### src/rtl/core_pkg.sv
// Shared definitions for the multi-cycle RV32 core.
// Contents:
//   STAGE_W  - width of the sequencer state / stage code
//   stage_e  - sequencer state codes, also exported on the stage port
package core_pkg;

  localparam int STAGE_W = 3;

  typedef enum logic [STAGE_W-1:0] {
    ST_IDLE = 3'd0,
    ST_FT   = 3'd1,
    ST_DC   = 3'd2,
    ST_EX   = 3'd3,
    ST_MA   = 3'd4,
    ST_WB   = 3'd5,
    ST_HALT = 3'd6
  } stage_e;

endpackage

### src/rtl/tick_gen.sv
// Free-running clock-enable divider: asserts tick for one CLK cycle out of
// every DIV cycles (tick is permanently high when DIV=1).
// Ports:
//   CLK    in  system clock
//   RST_N  in  asynchronous active-low reset (counter returns to 0)
//   tick   out high in the cycle where the divider equals DIV-1
module tick_gen #(
  parameter int DIV   = 2,
  parameter int DIV_W = 24
) (
  input  logic CLK,
  input  logic RST_N,
  output logic tick
);

  localparam logic [DIV_W-1:0] LAST = DIV_W'(DIV - 1);

  logic [DIV_W-1:0] div_q;
  logic [DIV_W-1:0] div_d;

  // With DIV=1 LAST is 0, so the counter sits at 0 and tick stays high.
  always_comb begin
    div_d = div_q + 1'b1;
    if (div_q == LAST) begin
      div_d = '0;
    end
  end

  always_ff @(posedge CLK or negedge RST_N) begin
    if (!RST_N) begin
      div_q <= '0;
    end else begin
      div_q <= div_d;
    end
  end

  assign tick = (div_q == LAST);

endmodule

### src/rtl/stage_sequencer.sv
// Stage sequencer for the multi-cycle RV32 core. Replaces gated stage clocks
// with one-cycle enables: every stage register block runs on CLK and loads
// when its EN_x is high. EN_x pulses in the cycle after the tick on which
// stage x completes.
// Ports:
//   CLK, RST_N       clock, asynchronous active-low reset
//   run              level, start/continue executing
//   halt_req         level, halt at the next instruction boundary (beats run)
//   memWait          memory not ready, holds FT and MA
//   rwmem            instruction accesses data memory, sampled on the EX tick
//   mem_req          high while in FT or MA
//   mem_is_fetch     1 in FT, 0 in MA
//   EN_FT..EN_WB     one-cycle stage enables
//   instret          one-cycle retire pulse, coincident with EN_WB
//   stage            current state code
//   halted           high while in HALT
//   stall_cnt        saturating count of ticks stalled on memWait
module stage_sequencer
  import core_pkg::*;
#(
  parameter int DIV   = 2,
  parameter int DIV_W = 24
) (
  input  logic               CLK,
  input  logic               RST_N,
  input  logic               run,
  input  logic               halt_req,
  input  logic               memWait,
  input  logic               rwmem,
  output logic               mem_req,
  output logic               mem_is_fetch,
  output logic               EN_FT,
  output logic               EN_DC,
  output logic               EN_EX,
  output logic               EN_MA,
  output logic               EN_WB,
  output logic               instret,
  output logic [STAGE_W-1:0] stage,
  output logic               halted,
  output logic [15:0]        stall_cnt
);

  logic tick;

  tick_gen #(
    .DIV   (DIV),
    .DIV_W (DIV_W)
  ) u_tick_gen (
    .CLK   (CLK),
    .RST_N (RST_N),
    .tick  (tick)
  );

  stage_e      state_q, state_d;
  logic        en_ft_q, en_ft_d;
  logic        en_dc_q, en_dc_d;
  logic        en_ex_q, en_ex_d;
  logic        en_ma_q, en_ma_d;
  logic        en_wb_q, en_wb_d;
  logic        mem_req_q, mem_is_fetch_q, halted_q;
  logic        stall_inc;
  logic [15:0] stall_cnt_q, stall_cnt_d;

  // Next-state and completion decode. Nothing moves except on tick.
  always_comb begin
    state_d   = state_q;
    en_ft_d   = 1'b0;
    en_dc_d   = 1'b0;
    en_ex_d   = 1'b0;
    en_ma_d   = 1'b0;
    en_wb_d   = 1'b0;
    stall_inc = 1'b0;
    if (tick) begin
      case (state_q)
        ST_IDLE: begin
          if (run) state_d = ST_FT;
        end
        ST_FT: begin
          if (memWait) begin
            stall_inc = 1'b1;
          end else begin
            en_ft_d = 1'b1;
            state_d = ST_DC;
          end
        end
        ST_DC: begin
          en_dc_d = 1'b1;
          state_d = ST_EX;
        end
        ST_EX: begin
          en_ex_d = 1'b1;
          state_d = rwmem ? ST_MA : ST_WB;
        end
        ST_MA: begin
          if (memWait) begin
            stall_inc = 1'b1;
          end else begin
            en_ma_d = 1'b1;
            state_d = ST_WB;
          end
        end
        ST_WB: begin
          en_wb_d = 1'b1;
          if (halt_req)  state_d = ST_HALT;
          else if (!run) state_d = ST_IDLE;
          else           state_d = ST_FT;
        end
        ST_HALT: begin
          if (!halt_req) state_d = run ? ST_FT : ST_IDLE;
        end
        default: state_d = ST_IDLE;
      endcase
    end
  end

  always_comb begin
    stall_cnt_d = stall_cnt_q;
    if (stall_inc && (stall_cnt_q != 16'hFFFF)) begin
      stall_cnt_d = stall_cnt_q + 16'd1;
    end
  end

  // State-derived outputs are registered from state_d so they line up with
  // state_q rather than trailing it by a cycle.
  always_ff @(posedge CLK or negedge RST_N) begin
    if (!RST_N) begin
      state_q        <= ST_IDLE;
      en_ft_q        <= 1'b0;
      en_dc_q        <= 1'b0;
      en_ex_q        <= 1'b0;
      en_ma_q        <= 1'b0;
      en_wb_q        <= 1'b0;
      mem_req_q      <= 1'b0;
      mem_is_fetch_q <= 1'b0;
      halted_q       <= 1'b0;
      stall_cnt_q    <= 16'd0;
    end else begin
      state_q        <= state_d;
      en_ft_q        <= en_ft_d;
      en_dc_q        <= en_dc_d;
      en_ex_q        <= en_ex_d;
      en_ma_q        <= en_ma_d;
      en_wb_q        <= en_wb_d;
      mem_req_q      <= (state_d == ST_FT) || (state_d == ST_MA);
      mem_is_fetch_q <= (state_d == ST_FT);
      halted_q       <= (state_d == ST_HALT);
      stall_cnt_q    <= stall_cnt_d;
    end
  end

  assign EN_FT        = en_ft_q;
  assign EN_DC        = en_dc_q;
  assign EN_EX        = en_ex_q;
  assign EN_MA        = en_ma_q;
  assign EN_WB        = en_wb_q;
  assign instret      = en_wb_q;
  assign mem_req      = mem_req_q;
  assign mem_is_fetch = mem_is_fetch_q;
  assign halted       = halted_q;
  assign stage        = state_q;
  assign stall_cnt    = stall_cnt_q;

endmodule

### config.mk
export PLATFORM = sky130hd
export DESIGN_NAME = stage_sequencer
export DESIGN_NICKNAME = d
export VERILOG_FILES = /design/src/rtl/core_pkg.sv /design/src/rtl/tick_gen.sv /design/src/rtl/stage_sequencer.sv
export SDC_FILE = /design/constraint.sdc
export NUM_CORES = 1
export LEC_CHECK = 0
export ABC_AREA = 1
export CAP_MARGIN = 20
export CORE_UTILIZATION = 55
export CTS_CLUSTER_SIZE = 12
export DETAILED_ROUTE_END_ITERATION = 16
export PLACE_DENSITY = 0.91
export SETUP_SLACK_MARGIN = 0.15
export SYNTH_ARGS = -nofsm -noshare
export SYNTH_HDL_FRONTEND = slang
export SYNTH_SLANG_ARGS = --single-unit
### constraint.sdc
create_clock -name CLK -period 2.05 [get_ports CLK]
set_clock_uncertainty 0.1 [all_clocks]
set_input_delay 0.205 -clock CLK [delete_from_list [all_inputs] [get_ports CLK]]
set_output_delay 0.205 -clock CLK [all_outputs]
set_load 0.05 [all_outputs]
* Word level (Yosys, flattened, before mapping) *
Index checks and enable logic that the tools add are counted.

operators by class
  add/sub/neg operators = 2
  equal/unequal tests = 11
  multiplexer cells = 24
  reduce and logical (&&, ||, !) cells = 4

operators with widths
  kind                                                   count
  adder 24 x 1 -> 24 bit (second input constant)         1
  equality test 24 x 1 -> 1 bit (second input constant)  1
  2-to-1 mux 24 bit                                      1
  one-hot mux 3 bit (7 select lines)                     1
  2-to-1 mux 3 bit                                       6
  adder 16 x 1 -> 16 bit (second input constant)         1
  2-to-1 mux 1 bit                                       16
  inequality test 16 bit (second input constant)         1
  equality test 3 bit (second input constant)            5
  equality test 3 x 1 -> 1 bit (second input constant)   2
  equality test 3 x 2 -> 1 bit (second input constant)   2
  logical NOT 3 bit                                      1
  OR reduction 2 bit                                     1
  logical AND 1 bit                                      1
  logical OR 1 bit                                       1

storage, ports and cells
  bits in registers = 51
  input port bits = 6
  output and inout bits = 28
  logic and storage cells = 52

* Logic depth before layout (Yosys ltp) *
Gate-level depths: netlist of run 1.

  depth in word-level cells = 6
  gate-level depth with buffers = 12

* Hierarchy *
From an unflattened synthesis of run 1, not the netlist that was laid out.

unflattened totals
  cells, all modules = 399
  area, all modules = 2962.8 µm²

modules (own cells, without submodules)
  module           instances  cells an instance  area each (µm²)  seq. area each (µm²)
  stage_sequencer  1          203                1542.7           675.6
  tick_gen         1          196                1420.1           600.6

* Least setup slack after synthesis of run 1 *
Ideal clock, no wire load.

  path type = flip-flop to flip-flop
  start = register stall_cnt_q[0], in the netlist stall_cnt[0]
  end = register stall_cnt_q[11], in the netlist stall_cnt[11]
  library setup time = 0.118 ns
  arrival = 1.648 ns
  data required time = 1.832 ns
  setup slack = 0.184 ns
  stages on the path, launching flop included = 10
  path through = dfrtp_1 -> ha_1 -> nand3_1 -> inv_1 -> nand4_1 -> nand2_2 -> inv_2 -> buf_6 -> nand2_1 -> nand2_1

on the way
  cells in the longest elaborated chain, start to end = 2
  elaborated cells on any way between the ends = 3
  classes of those cells = add/sub (1); eq/ne (1); reduce/logical (1)

ends and longest elaborated chain
  item                                                                            RTL line                text
  start, declared                                                                 stage_sequencer.sv:62   logic [15:0] stall_cnt_q, stall_cnt_d;
  start signal, assigned                                                          stage_sequencer.sv:147  stall_cnt_q <= stall_cnt_d;
  parallel branches: the longest is 2 deep, another holds adder 16 x 1 -> 16 bit  --

Parallel ways; which one is timed is not known.
A chain may end at the register's enable or synchronous reset.

* Worst setup path in the final report of run 1 *
  start = register stall_cnt_q[1], in the netlist stall_cnt[1]
  end = output stall_cnt[1]

RTL lines
  item           RTL line               text
  end, declared  stage_sequencer.sv:40  output logic [15:0] stall_cnt

No word-level cell between the ends.

==> impl_results.md, run 1 <==
* Switch Pwr at 1102 uW
* Max Freq at between 500 and 600 MHz
* Pre-antenna DRT Iters at 4
* ANT nets after route at 0
* Hold Crit Class: input port to asynchronous set/reset pin
* MaxCap Viol Count at 0
* Worst Path Arrival at ~1.6 ns
* Clock share of power at about 27%
* Final Cycle Share at between 90 and 100%
* Clock latency on the worst-skew pair at roughly 0.3 ns
* Sequential element share of the synthesized area at 44.84%
* Gp weighted congestion at between 0.9 and 1
* Critical R2R Launch: u_tick_gen.div_q[1]$_DFF_PN0_
* Critical-path top delay cell: clkdlybuf4s50_1
* Post-synthesis simple-gate area fraction at approximately a third
* Clock sinks at 51
* Worst slew margin at around 66%
* Final Setup Violations at 0
* H-tree depth at 2
* Fin Setup TNS at 0 ns
* Mapped Nets at 380
* XOR/XNOR Fraction of Synth Area at 10.46%
* Die Area at roughly 5500 sq um
* Synth warn at 0
* Largest family of logic cells by synthesized area: simple AND/OR/NAND/NOR gates
* Top layer in use: met4
* # fillers at approximately 380
* Reg2reg setup slack at approximately 0.28 ns
* Placeable Area at approximately 4800 sq um
* Net Sw Frac at approximately 37%
* Via density per instance at a little over 5
* Layout cells sized above 1 at approximately a tenth
* WL met3 at 238 um
* IO Port Bufs at 33
* Drt drc at 0
* Clk buf depth at 2
* Hold Violations, Final at 0
* Initial antenna violation count at 0
* Distinct cells, synth at 25
* Core Rows at 25
* HPWL after DPL at between 4000 and 5000 um
* Mapped Cells at 371
* Diodes inserted at 0
* Max-slew violation count at 0
* Commonest non-fill, non-tap cells in the layout: nand2_1 (105), inv_1 (57), dfrtp_1 (51)
* Leakage power at between 0.002 and 0.0025 uW
* Routed wl met2 at 2982 um
* Crit path cell chain: clkdlybuf4s50_1
* Cell count after placement at about 470
* Delay-heaviest family, CP: buffers and inverters
* Fin Hold WS at approximately 0.29 ns
* Compound-Gate Fraction of Synth Area at 1.231%
* Die height at approximately 74 um
* Proportion of synthesized area in mux cells at 0%
* P_int at between 1500 and 2000 uW
* Final layout net count at 421
* Ports at 34
* Die Wd at between 70 and 80 um
* Critical Path End Type: output port
* Largest net degree at the start of global routing at 24
* Critical path buffer and inverter count at 1
* Maximum VDD drop at 1075 uV
* Number of global-route vias before repair at between 2,000 and 2,500
* Crit path largest cell delay at 0.83 ns
* PwrDens at just under 900 nW/um^2
* GRT Total Usage at 23.23%
* CP startpoint: stall_cnt[1]$_DFFE_PN0P_
* CTS tree: done
* Slew @ Worst Pin at 0.5112 ns
* Max Fanout on Critical Path at 4
* Adder-cell share of the synthesized area at about 1.3%
* Flop pwr share at between 40% and 50%
* Root Buffer: clkbuf_8
* Routed WL at roughly 5800 um
* Clk pin slew, worst setup/hold paths at about 0.09 ns
* Post-route insts no fill at 480
* Area Overhead vs Synth at 20.62%
* Multi-input logic area at roughly 1300 sq um
* Run status: complete, no violations
* Total number of vias at roughly 2,400
* Min Tclk post-route at between 1.5 and 2 ns
* Yosys reg bits at just over 50
* Starting Density at between 50% and 60%
* Combinational power share at 32.5%
* Post-Syn Area at 2846 sq um
* Pre-CTS setup slack at approximately 0.20 ns
* Final WS setup at approximately 0.18 ns
* Global-route wire length before repair at 9729 um
* Reg area at 1276 sq um
* Most common cell after layout, fill and taps aside: nand2_1
* Grt total ovfl at 0
* Syn_area_per_cell at ~7.7 sq um
* Initial drt markers at between 100 and 150
* Required @ worst endpoint at 1.75 ns
* RSZ-0062 raised after global routing: no
* Number of CTS-inserted buffers at 5
* Routed length per placed instance at between 10 and 15 um
* CP Class: flop to output port
* CP Launch Type: flop
* DRT met1 WL at between 2000 and 3000 um
## layer usage
| layer | up-vias | GRT usage [%] |
|---|---|---|
| li1 | 1204 | - |
| met1 | 1150 | 29.50 |
| met2 | 64 | 41.11 |
| met3 | 9 | 4.472 |
| met4 | 0 | 5.342 |
| met5 | - | 0 |
## final timing paths
check	to	depth (start not counted)
worst max-delay path	stall_cnt[1]	1
worst min-delay path	stall_cnt[5]$_DFFE_PN0P_	2
worst max register to register	mem_req$_DFF_PN0_	11
worst min register to register	u_tick_gen.div_q[13]$_DFF_PN0_	1
max in group asynchronous	stage[1]$_DFF_PN0_	3
min in group CLK	u_tick_gen.div_q[13]$_DFF_PN0_	1
## final cells by class
cell class              count  area share (%)
multi-input cells         254           37.94
flip-flops and latches     51           37.17
repair buffers             40           11.92
inverters                  60           6.560
well taps                  67           2.442
clock buffers               5           2.004
clock inverters             3           1.968
## cell usage after synthesis
| cell type | count | area, sq um |
|---|---|---|
| a21oi_1 | 1 | 5.000 |
| buf_2 | 3 | 15.01 |
| buf_4 | 1 | 7.510 |
| buf_6 | 2 | 22.52 |
| dfrtp_1 | 51 | 1276 |
| ha_1 | 3 | 37.54 |
| inv_1 | 57 | 214.0 |
| inv_2 | 3 | 11.26 |
| nand2_1 | 105 | 394.1 |
| nand2_2 | 5 | 31.28 |
| nand3_1 | 24 | 120.1 |
| nand3_2 | 1 | 10.01 |
| nand3b_1 | 1 | 7.510 |
| nand4_1 | 7 | 43.79 |
| nor2_1 | 44 | 165.2 |
| nor2_2 | 6 | 37.54 |
| nor2_4 | 1 | 11.26 |
| nor3_1 | 8 | 40.04 |
| nor3_2 | 5 | 50.05 |
| nor4_1 | 1 | 6.260 |
| o21ai_0 | 1 | 5.000 |
| o21ai_1 | 5 | 25.02 |
| or2_2 | 2 | 12.51 |
| xnor2_1 | 13 | 113.9 |
| xor2_1 | 21 | 183.9 |
## repair_timing
item | in CTS | in global routing
hold buffers | 1 | 0
gates resized for setup | 4 | 14
hold endpoints to repair | 21 | 0
buffers inserted | 0 | 2
pin swaps | 0 | 1
setup endpoints to repair | 4 | 27
## sequential cells by signal (all words and copies together) (netlist names)
name	cells
u_tick_gen.div_q	24
stall_cnt	16
stage	3
EN_DC	1
EN_EX	1
EN_FT	1
EN_MA	1
EN_WB	1
halted	1
mem_is_fetch	1
mem_req	1
## per-stage QoR
| step | utilization, % | power [uW] | cell area (sq um) |
|---|---|---|---|
| finish | 70.81 | 2984 | 3433 |
| global route | 70.81 | 3139 | 3433 |
| CTS | 69.75 | 2972 | 3382 |
| detailed placement | 66.84 | 2170 | 3241 |
| global placement | 66.84 | 2132 | 3241 |
| floorplan | - | 1905 | 2846 |
## power groups by stage
stage               Clock (uW)  Sequential, uW  Combinational [uW]
floorplan                    0            1440                 464
global placement             0            1220                 917
detailed placement           0            1220                 949
CTS                        830            1200                 942
global route               872            1210                1050
finish                     810            1200                 970
## logic make-up (layout without fill, tap and decap cells)
group           count (synthesis)  after routing
fa+ha+maj                       3              3
simple gates                  210            210
xor+xnor                       34             34
flops                          51             51
buf+inv                        66            108
compound gates                  7              7
Power figures use the tool's default switching activity.
==> run 2: changes to the inputs <==
--- a/config.mk
+++ b/config.mk
@@ -8,10 +8,10 @@
 export ABC_AREA = 1
 export CAP_MARGIN = 20
 export CORE_UTILIZATION = 55
-export CTS_CLUSTER_SIZE = 12
 export DETAILED_ROUTE_END_ITERATION = 16
-export PLACE_DENSITY = 0.91
+export PLACE_DENSITY = 0.9
 export SETUP_SLACK_MARGIN = 0.15
 export SYNTH_ARGS = -nofsm -noshare
 export SYNTH_HDL_FRONTEND = slang
+export SYNTH_HIERARCHICAL = 1
 export SYNTH_SLANG_ARGS = --single-unit
==> impl_results.md, run 2 <==
* Diodes inserted at 0 (unchanged)
* Initial drt markers at 172 (was 137)
* Initial antenna violation count at 0 (unchanged)
* Drt drc at 0 (unchanged)
* Global-route wire length before repair at 11,180 um (was 9729 um)
* Commonest non-fill, non-tap cells in the layout: nand2_1 (94), inv_1 (58), nor2_1 (54) (was nand2_1 (105), inv_1 (57), dfrtp_1 (51))
* Core Rows at 26 (was 25)
* Largest net degree at the start of global routing at 31 (was 24)
* Distinct cells, synth at 28 (was 25)
* Gp weighted congestion at 0.9167 (was 0.9395)
* Synth warn at 6 (was 0)
* GR met2 Demand/Resource at 45.83% (was 41.11%)
* Max Fanout on Critical Path at 8 (was 4)
* Pre-CTS setup slack at -0.08524 ns (was 0.2010 ns)
* Sequential element share of the synthesized area at 43.07% (was 44.84%)
* Run status: complete, no violations (unchanged)
* IO Port Bufs at 33 (unchanged)
* Required @ worst endpoint at 2.15 ns (was 1.75 ns)
* Max-slew violation count at 0 (unchanged)
* Clock sinks at 51 (unchanged)
* Worst Path Arrival at 2.04 ns (was 1.56 ns)
* Final WS setup at 0.1116 ns (was 0.1828 ns)
* Area leader, netlist: dfrtp_1 (unchanged)
* Die Area at 5684 sq um (was 5467 sq um)
* Clock latency on the worst-skew pair at 0.31 ns (was 0.30 ns)
* Routed length per placed instance at 13.29 um (was 12.16 um)
* Clk pin slew, worst setup/hold paths at 0.10 ns (was 0.09 ns)
* Synth cell count leaders: nand2_1 (108), inv_1 (61), nor2_1 (59) (was nand2_1 (105), inv_1 (57), dfrtp_1 (51))
* CP Class: flop to flop (was flop to output port)
* Min Tclk post-route at 1.938 ns (was 1.867 ns)
* Mapped Nets at 408 (was 380)
* Most common cell after layout, fill and taps aside: nand2_1 (unchanged)
* Syn_area_per_cell at 7.426 sq um (was 7.672 sq um)
* Total number of vias at 2,768 (was 2,427)
* Slew @ Worst Pin at 0.5214 ns (was 0.5112 ns)
* H-tree depth at 2 (unchanged)
* Largest register FFs at 24 (unchanged)
* Starting Density at 57.64% (was 58.71%)
* Root Buffer: clkbuf_8 (unchanged)
* CTS tree: done (unchanged)
* GRT Total Usage at 25.69% (was 23.23%)
* # fillers at 383 (was 375)
* Largest Register: u_tick_gen/div_q (was u_tick_gen.div_q)
* Via density per instance at 5.323 (was 5.056)
* PwrDens at 907.6 nW/um^2 (was 869.1 nW/um^2)
* Die height at 75.40 um (was 73.94 um)
* Number of CTS-inserted buffers at 5 (unchanged)
* EDFF count, synth at 0 (unchanged)
* Post-Syn Area at 2963 sq um (was 2846 sq um)
* Clk buf depth at 2 (unchanged)
* Routed WL at 6913 um (was 5835 um)
* Final Setup Violations at 0 (unchanged)
* RSZ-0062 raised after global routing: yes (was no)
* HPWL after DPL at 4698 um (was 4381 um)
* M3 GR Usage at 3.704% (was 4.472%)
* Hold Violations, Final at 0 (unchanged)
* Most used flip-flop cell after synthesis: dfrtp_1 (unchanged)
* Synth top area cells: dfrtp_1 (43%), nand2_1 (14%), inv_1 (7.7%) (was dfrtp_1 (45%), nand2_1 (14%), inv_1 (7.5%))
* Critical Path End Type: flop (was output port)
* Die Wd at 75.40 um (was 73.94 um)
* Ports at 34 (unchanged)
* Cell count after placement at 501 (was 469)
* Fraction of registers with async set/reset at 100.0% (unchanged)
* Leakage power at 0.001939 uW (was 0.002039 uW)
* GR Util met1 at 30.72% (was 29.50%)
* Max Freq at 515.9 MHz (was 535.6 MHz)
* Count leader, synth: nand2_1 (unchanged)
* Worst slew margin at 65.24% (was 65.86%)
* Final Cycle Share at 94.55% (was 91.08%)
* MaxCap Viol Count at 0 (unchanged)
* Mapped Cells at 399 (was 371)
* Layout cells sized above 1 at 17.78% (was 9.443%)
* Post-route insts no fill at 520 (was 480)
* ANT nets after route at 0 (unchanged)
* Synth top area share at 43.07% (was 44.84%)
* Final layout net count at 458 (was 421)
* CP Launch Type: flop (unchanged)
* Number of global-route vias before repair at 2,702 (was 2,262)
* Maximum VDD drop at 942.7 uV (was 1075 uV)
* Pre-antenna DRT Iters at 11 (was 4)
* Hold Crit Class: input port to asynchronous set/reset pin (unchanged)
* Yosys reg bits at 51 (unchanged)
* Placeable Area at 5140 sq um (was 4848 sq um)
* Busiest grt layer: met2 (unchanged)
* Final Power at 3356 uW (was 2984 uW)
* Grt total ovfl at 0 (unchanged)
* Area Overhead vs Synth at 24.79% (was 20.62%)
run 2: cell count changes in the layout (fill, tap and decap cells not counted), sizes merged, moves of 3 or more:
cell,previous run,this run
nand2,110,115
dlygate4sd2,4,8
nand4,7,10
buf,7,17
clkdlybuf4s50,16,20
dlymetal6s2s,12,3
a21oi,1,4
o21ai,6,11
inv,60,64
xor2,21,11
nor2,51,69
nor3,13,9
nand3,25,33
run 2: layout make-up:
| cell class | instances | area, sq um | area share, % |
|---|---|---|---|
| multi-input cells | 279 | 1505 | 40.71 |
| flip-flops and latches | 51 | 1280 | 34.62 |
| repair buffers | 49 | 474.2 | 12.83 |
| inverters | 63 | 254.0 | 6.870 |
| well taps | 70 | 87.58 | 2.369 |
| clock buffers | 5 | 68.82 | 1.861 |
| clock inverters | 3 | 27.53 | 0.7445 |
run 2: worst max-delay path, stage by stage, from the launching register on:
cell     delay [ns]
dfrtp_1        0.41
inv_2          0.07
ha_4           0.13
nand2_2        0.06
nor3_2         0.14
nand3_2        0.12
nor3_4         0.15
nand2_1        0.08
a21oi_2        0.15
nand2_4        0.13
buf_6          0.17
xnor2_1        0.11
run 2: cells by family after synthesis:
family / Yosys count / synth area share, %
compound gates: 16 / 3.294
fa+ha+maj: 3 / 1.267
buf+inv: 69 / 10.01
flops: 51 / 43.07
simple gates: 238 / 35.85
xor+xnor: 22 / 6.503
run 2: power by group:
| group | internal (uW) | switching (uW) | total (uW) | leakage (uW) |
|---|---|---|---|---|
| clock | 254 | 369 | 622 | 0.0000467 |
| sequential | 1130 | 161 | 1290 | 0.000689 |
| combinational | 473 | 970 | 1440 | 0.00120 |
run 2: final timing paths:
| check | cells after the start | slack [ns] | endpoint | from |
|---|---|---|---|---|
| max in group asynchronous | 3 | 1.00 | stall_cnt[1]$_DFFE_PN0P_ | RST_N |
| min reg2reg | 1 | 0.44 | u_tick_gen/div_q[15]$_DFF_PN0_ | u_tick_gen/div_q[15]$_DFF_PN0_ |
| min | 2 | 0.29 | u_tick_gen/div_q[22]$_DFF_PN0_ | RST_N |
| max reg2reg | 11 | 0.11 | stall_cnt[0]$_DFFE_PN0P_ | u_tick_gen/div_q[1]$_DFF_PN0_ |
| min in group CLK | 1 | 0.44 | u_tick_gen/div_q[15]$_DFF_PN0_ | u_tick_gen/div_q[15]$_DFF_PN0_ |
| max | 11 | 0.11 | stall_cnt[0]$_DFFE_PN0P_ | u_tick_gen/div_q[1]$_DFF_PN0_ |
run 2: through the flow:
step	utilization (%)	TNS (ns)	cell area, sq um	hold WS, ns
5_1_grt	71.93	0	3697	0.3623
3_3_place_gp	65.53	0	3368	0.1095
3_5_place_dp	65.53	-0.3394	3368	0.1166
4_1_cts	68.65	0	3528	0.3085
2_1_floorplan	-	0	2965	-0.1906
6_report	71.93	0	3697	0.2948
run 2: repair_timing:
| item | 4_1_cts | 5_1_grt |
|---|---|---|
| resized for setup | 23 | 36 |
| hold endpoints to repair | 21 | 0 |
| buffers inserted | 3 | 7 |
| endpoints found under the setup margin | 28 | 22 |
| pin swaps | 9 | 14 |
| hold buffers | 1 | 0 |
run 2: per-layer routing:
metal  vias to the layer above  part of all wire, %
li1                       1322                    -
met1                      1327                   41
met2                        97                   52
met3                        22                  4.5
met4                         0                  2.7
met5                         -                    0
==> run 3: changes to the inputs <==
--- a/config.mk
+++ b/config.mk
@@ -11,6 +11,7 @@
 export DETAILED_ROUTE_END_ITERATION = 16
 export PLACE_DENSITY = 0.9
 export SETUP_SLACK_MARGIN = 0.15
+export SKIP_CTS_REPAIR_TIMING = 1
 export SYNTH_ARGS = -nofsm -noshare
 export SYNTH_HDL_FRONTEND = slang
 export SYNTH_HIERARCHICAL = 1
==> impl_results.md, run 3 (synthesis gave the netlist of run 2 again) <==
* Failing checks: negative setup slack
* Area Overhead vs Synth at 23.27% (was 24.79%)
* CP Launch Type: flop (unchanged)
* Commonest non-fill, non-tap cells in the layout: nand2_1 (95), inv_1 (59), nor2_1 (54) (was nand2_1 (94), inv_1 (58), nor2_1 (54))
* Final Power at 3367 uW (was 3356 uW)
* Required @ worst endpoint at 2.15 ns (about the same)
* CTS tree: done (unchanged)
* Diodes inserted at 0 (unchanged)
* Worst slew margin at 64.78% (was 65.24%)
* Final Setup Violations at 4 (was 0)
* Starting Density at 57.64% (unchanged)
* Initial antenna violation count at 0 (unchanged)
* Via density per instance at 5.321 (was 5.323)
* Crit path largest cell delay at 0.42 ns (was 0.41 ns)
* Total number of vias at 2,735 (was 2,768)
* Switch Pwr at 1508 uW (was 1500 uW)
* Final WS setup at -0.02179 ns (was 0.1116 ns)
* Die Wd at 75.40 um (unchanged)
* Leakage power at 0.002007 uW (was 0.001939 uW)
* Final Cell Area at 3652 sq um (was 3697 sq um)
* Clk pin slew, worst setup/hold paths at 0.11 ns (was 0.10 ns)
* Placed inst area at 3368 sq um (unchanged)
* Clock latency on the worst-skew pair at 0.32 ns (was 0.31 ns)
* RSZ-0062 raised after global routing: yes (unchanged)
* Hold Violations, Final at 0 (unchanged)
* Layout cells sized above 1 at 15.99% (was 17.78%)
* Number of global-route vias before repair at 2,579 (was 2,702)
* Final Cycle Share at 101.1% (was 94.55%)
* Post-route insts no fill at 514 (was 520)
* MaxCap Viol Count at 0 (unchanged)
* Global-route wire length before repair at 10,670 um (was 11,180 um)
* Core Rows at 26 (unchanged)
* Delay-heaviest family, CP: simple AND/OR/NAND/NOR gates (unchanged)
* HPWL after DPL at 4698 um (unchanged)
* CP startpoint: u_tick_gen/div_q[1]$_DFF_PN0_ (unchanged)
* IO Port Bufs at 33 (unchanged)
* Ports at 34 (unchanged)
* Max-slew violation count at 0 (unchanged)
* P_int at 1858 uW (was 1856 uW)
* WP depth at 11 (unchanged)
* Drt drc at 0 (unchanged)
* GRT Total Usage at 24.43% (was 25.69%)
* Placeable Area at 5140 sq um (unchanged)
* R2R depth at 11 (unchanged)
* Critical Path End Type: flop (unchanged)
* CP dominant cell by count: nor3_2
* Initial drt markers at 178 (was 172)
* Clock share of power at 18.6% (was 18.5%)
* Most common cell after layout, fill and taps aside: nand2_1 (unchanged)
* Pre-antenna DRT Iters at 6 (was 11)
* Critical-path top delay cell: dfrtp_1 (unchanged)
* Cell count after placement at 501 (unchanged)
* Routed length per placed instance at 13.28 um (was 13.29 um)
* Run status: complete, but fails checks (was complete, no violations)
* Max Freq at 482.7 MHz (was 515.9 MHz)
* Slew @ Worst Pin at 0.5283 ns (was 0.5214 ns)
* Pre-CTS setup slack at -0.08524 ns (unchanged)
* Grt total ovfl at 0 (unchanged)
* ANT nets after route at 0 (unchanged)
* Root Buffer: clkbuf_8 (unchanged)
* Die Area at 5684 sq um (unchanged)
* Critical R2R Launch: u_tick_gen/div_q[1]$_DFF_PN0_ (unchanged)
* Number of CTS-inserted buffers at 5 (unchanged)
* Fin Setup TNS at -0.03543 ns (was 0 ns)
* H-tree depth at 2 (unchanged)
* Largest register FFs at 24 (unchanged)
* PwrDens at 921.8 nW/um^2 (was 907.6 nW/um^2)
* # fillers at 398 (was 383)
* Clock sinks at 51 (unchanged)
* Net Sw Frac at 44.80% (was 44.69%)
* Hold Crit Class: input port to asynchronous set/reset pin (unchanged)
* Gp weighted congestion at 0.9167 (unchanged)
* Crit path cell chain: inv_1, ha_2, nand2_2, nor3_2, nand3_1, nor3_2, nand2_1, a21oi_2, nand2_4, buf_6, xnor2_2 (was inv_2, ha_4, nand2_2, nor3_2, nand3_2, nor3_4, nand2_1, a21oi_2, nand2_4, buf_6, xnor2_1)
* Routed WL at 6828 um (was 6913 um)
* Largest net degree at the start of global routing at 31 (unchanged)
* Flop pwr share at 38.4% (about the same)
* Min Tclk post-route at 2.072 ns (was 1.938 ns)
* Max Fanout on Critical Path at 8 (unchanged)
* CP Class: flop to flop (unchanged)
* Die height at 75.40 um (unchanged)
* Largest Register: u_tick_gen/div_q (unchanged)
* Clk buf depth at 2 (unchanged)
* Combinational power share at 42.9% (was 43.0%)
* Worst Path Arrival at 2.17 ns (was 2.04 ns)
* Final layout net count at 452 (was 458)
* Maximum VDD drop at 993.5 uV (was 942.7 uV)
* Critical path buffer and inverter count at 2 (unchanged)
[run 3: changes by cell type in the layout (fill, tap and decap cells not counted), sizes merged]
cell	change
buf	-6
clkdlybuf4s50	-1
dlygate4sd2	-8
dlymetal6s2s	+9
[run 3: per-stage QoR]
step,util (%),hold WS (ns)
6_report,71.06,0.2926
5_1_grt,71.06,0.3606
4_1_cts,67.41,-0.2286
3_5_place_dp,65.53,0.1166
3_3_place_gp,65.53,0.1095
2_1_floorplan,-,-0.1906
[run 3: layout make-up]
cell class,instances,area [sq um],area share (%)
Clock buffer,5,68.82,1.884
Clock inverter,3,27.53,0.7537
Inverter,63,249.0,6.817
Multi-Input combinational cell,279,1485,40.66
Sequential cell,51,1280,35.05
Tap cell,70,87.58,2.398
Timing Repair Buffer,43,454.2,12.44
[run 3: worst register-to-register path, cell delays in order (launching register included)]
cell and delay (ns):
dfrtp_1 0.42, inv_1 0.07, ha_2 0.18, nand2_2 0.07
nor3_2 0.12, nand3_1 0.10, nor3_2 0.21, nand2_1 0.09
a21oi_2 0.16, nand2_4 0.14, buf_6 0.17, xnor2_2 0.13
[run 3: power by group through the flow]
stage          Sequential, uW  Clock, uW  Combinational, uW
6_report                 1290        627               1450
3_3_place_gp             1290          0               1230
4_1_cts                  1280        637               1270
5_1_grt                  1310        674               1540
2_1_floorplan            1630          0                595
3_5_place_dp             1300          0               1260
[run 3: layer usage]
metal | GRT usage, % | routed length [um]
met2 | 42.76 | 3446
met1 | 29.80 | 2852
met4 | 10.70 | 194
met5 | 0 | 0
met3 | 3.968 | 334
[run 3: final timing paths]
check	endpoint	slack (ns)
setup reg to reg	stall_cnt[0]$_DFFE_PN0P_	-0.02
setup / recovery	stall_cnt[0]$_DFFE_PN0P_	-0.02
hold / removal	u_tick_gen/div_q[22]$_DFF_PN0_	0.29
min in group CLK	u_tick_gen/div_q[15]$_DFF_PN0_	0.44
hold reg to reg	u_tick_gen/div_q[15]$_DFF_PN0_	0.44
max in group asynchronous	stall_cnt[1]$_DFFE_PN0P_	1.01
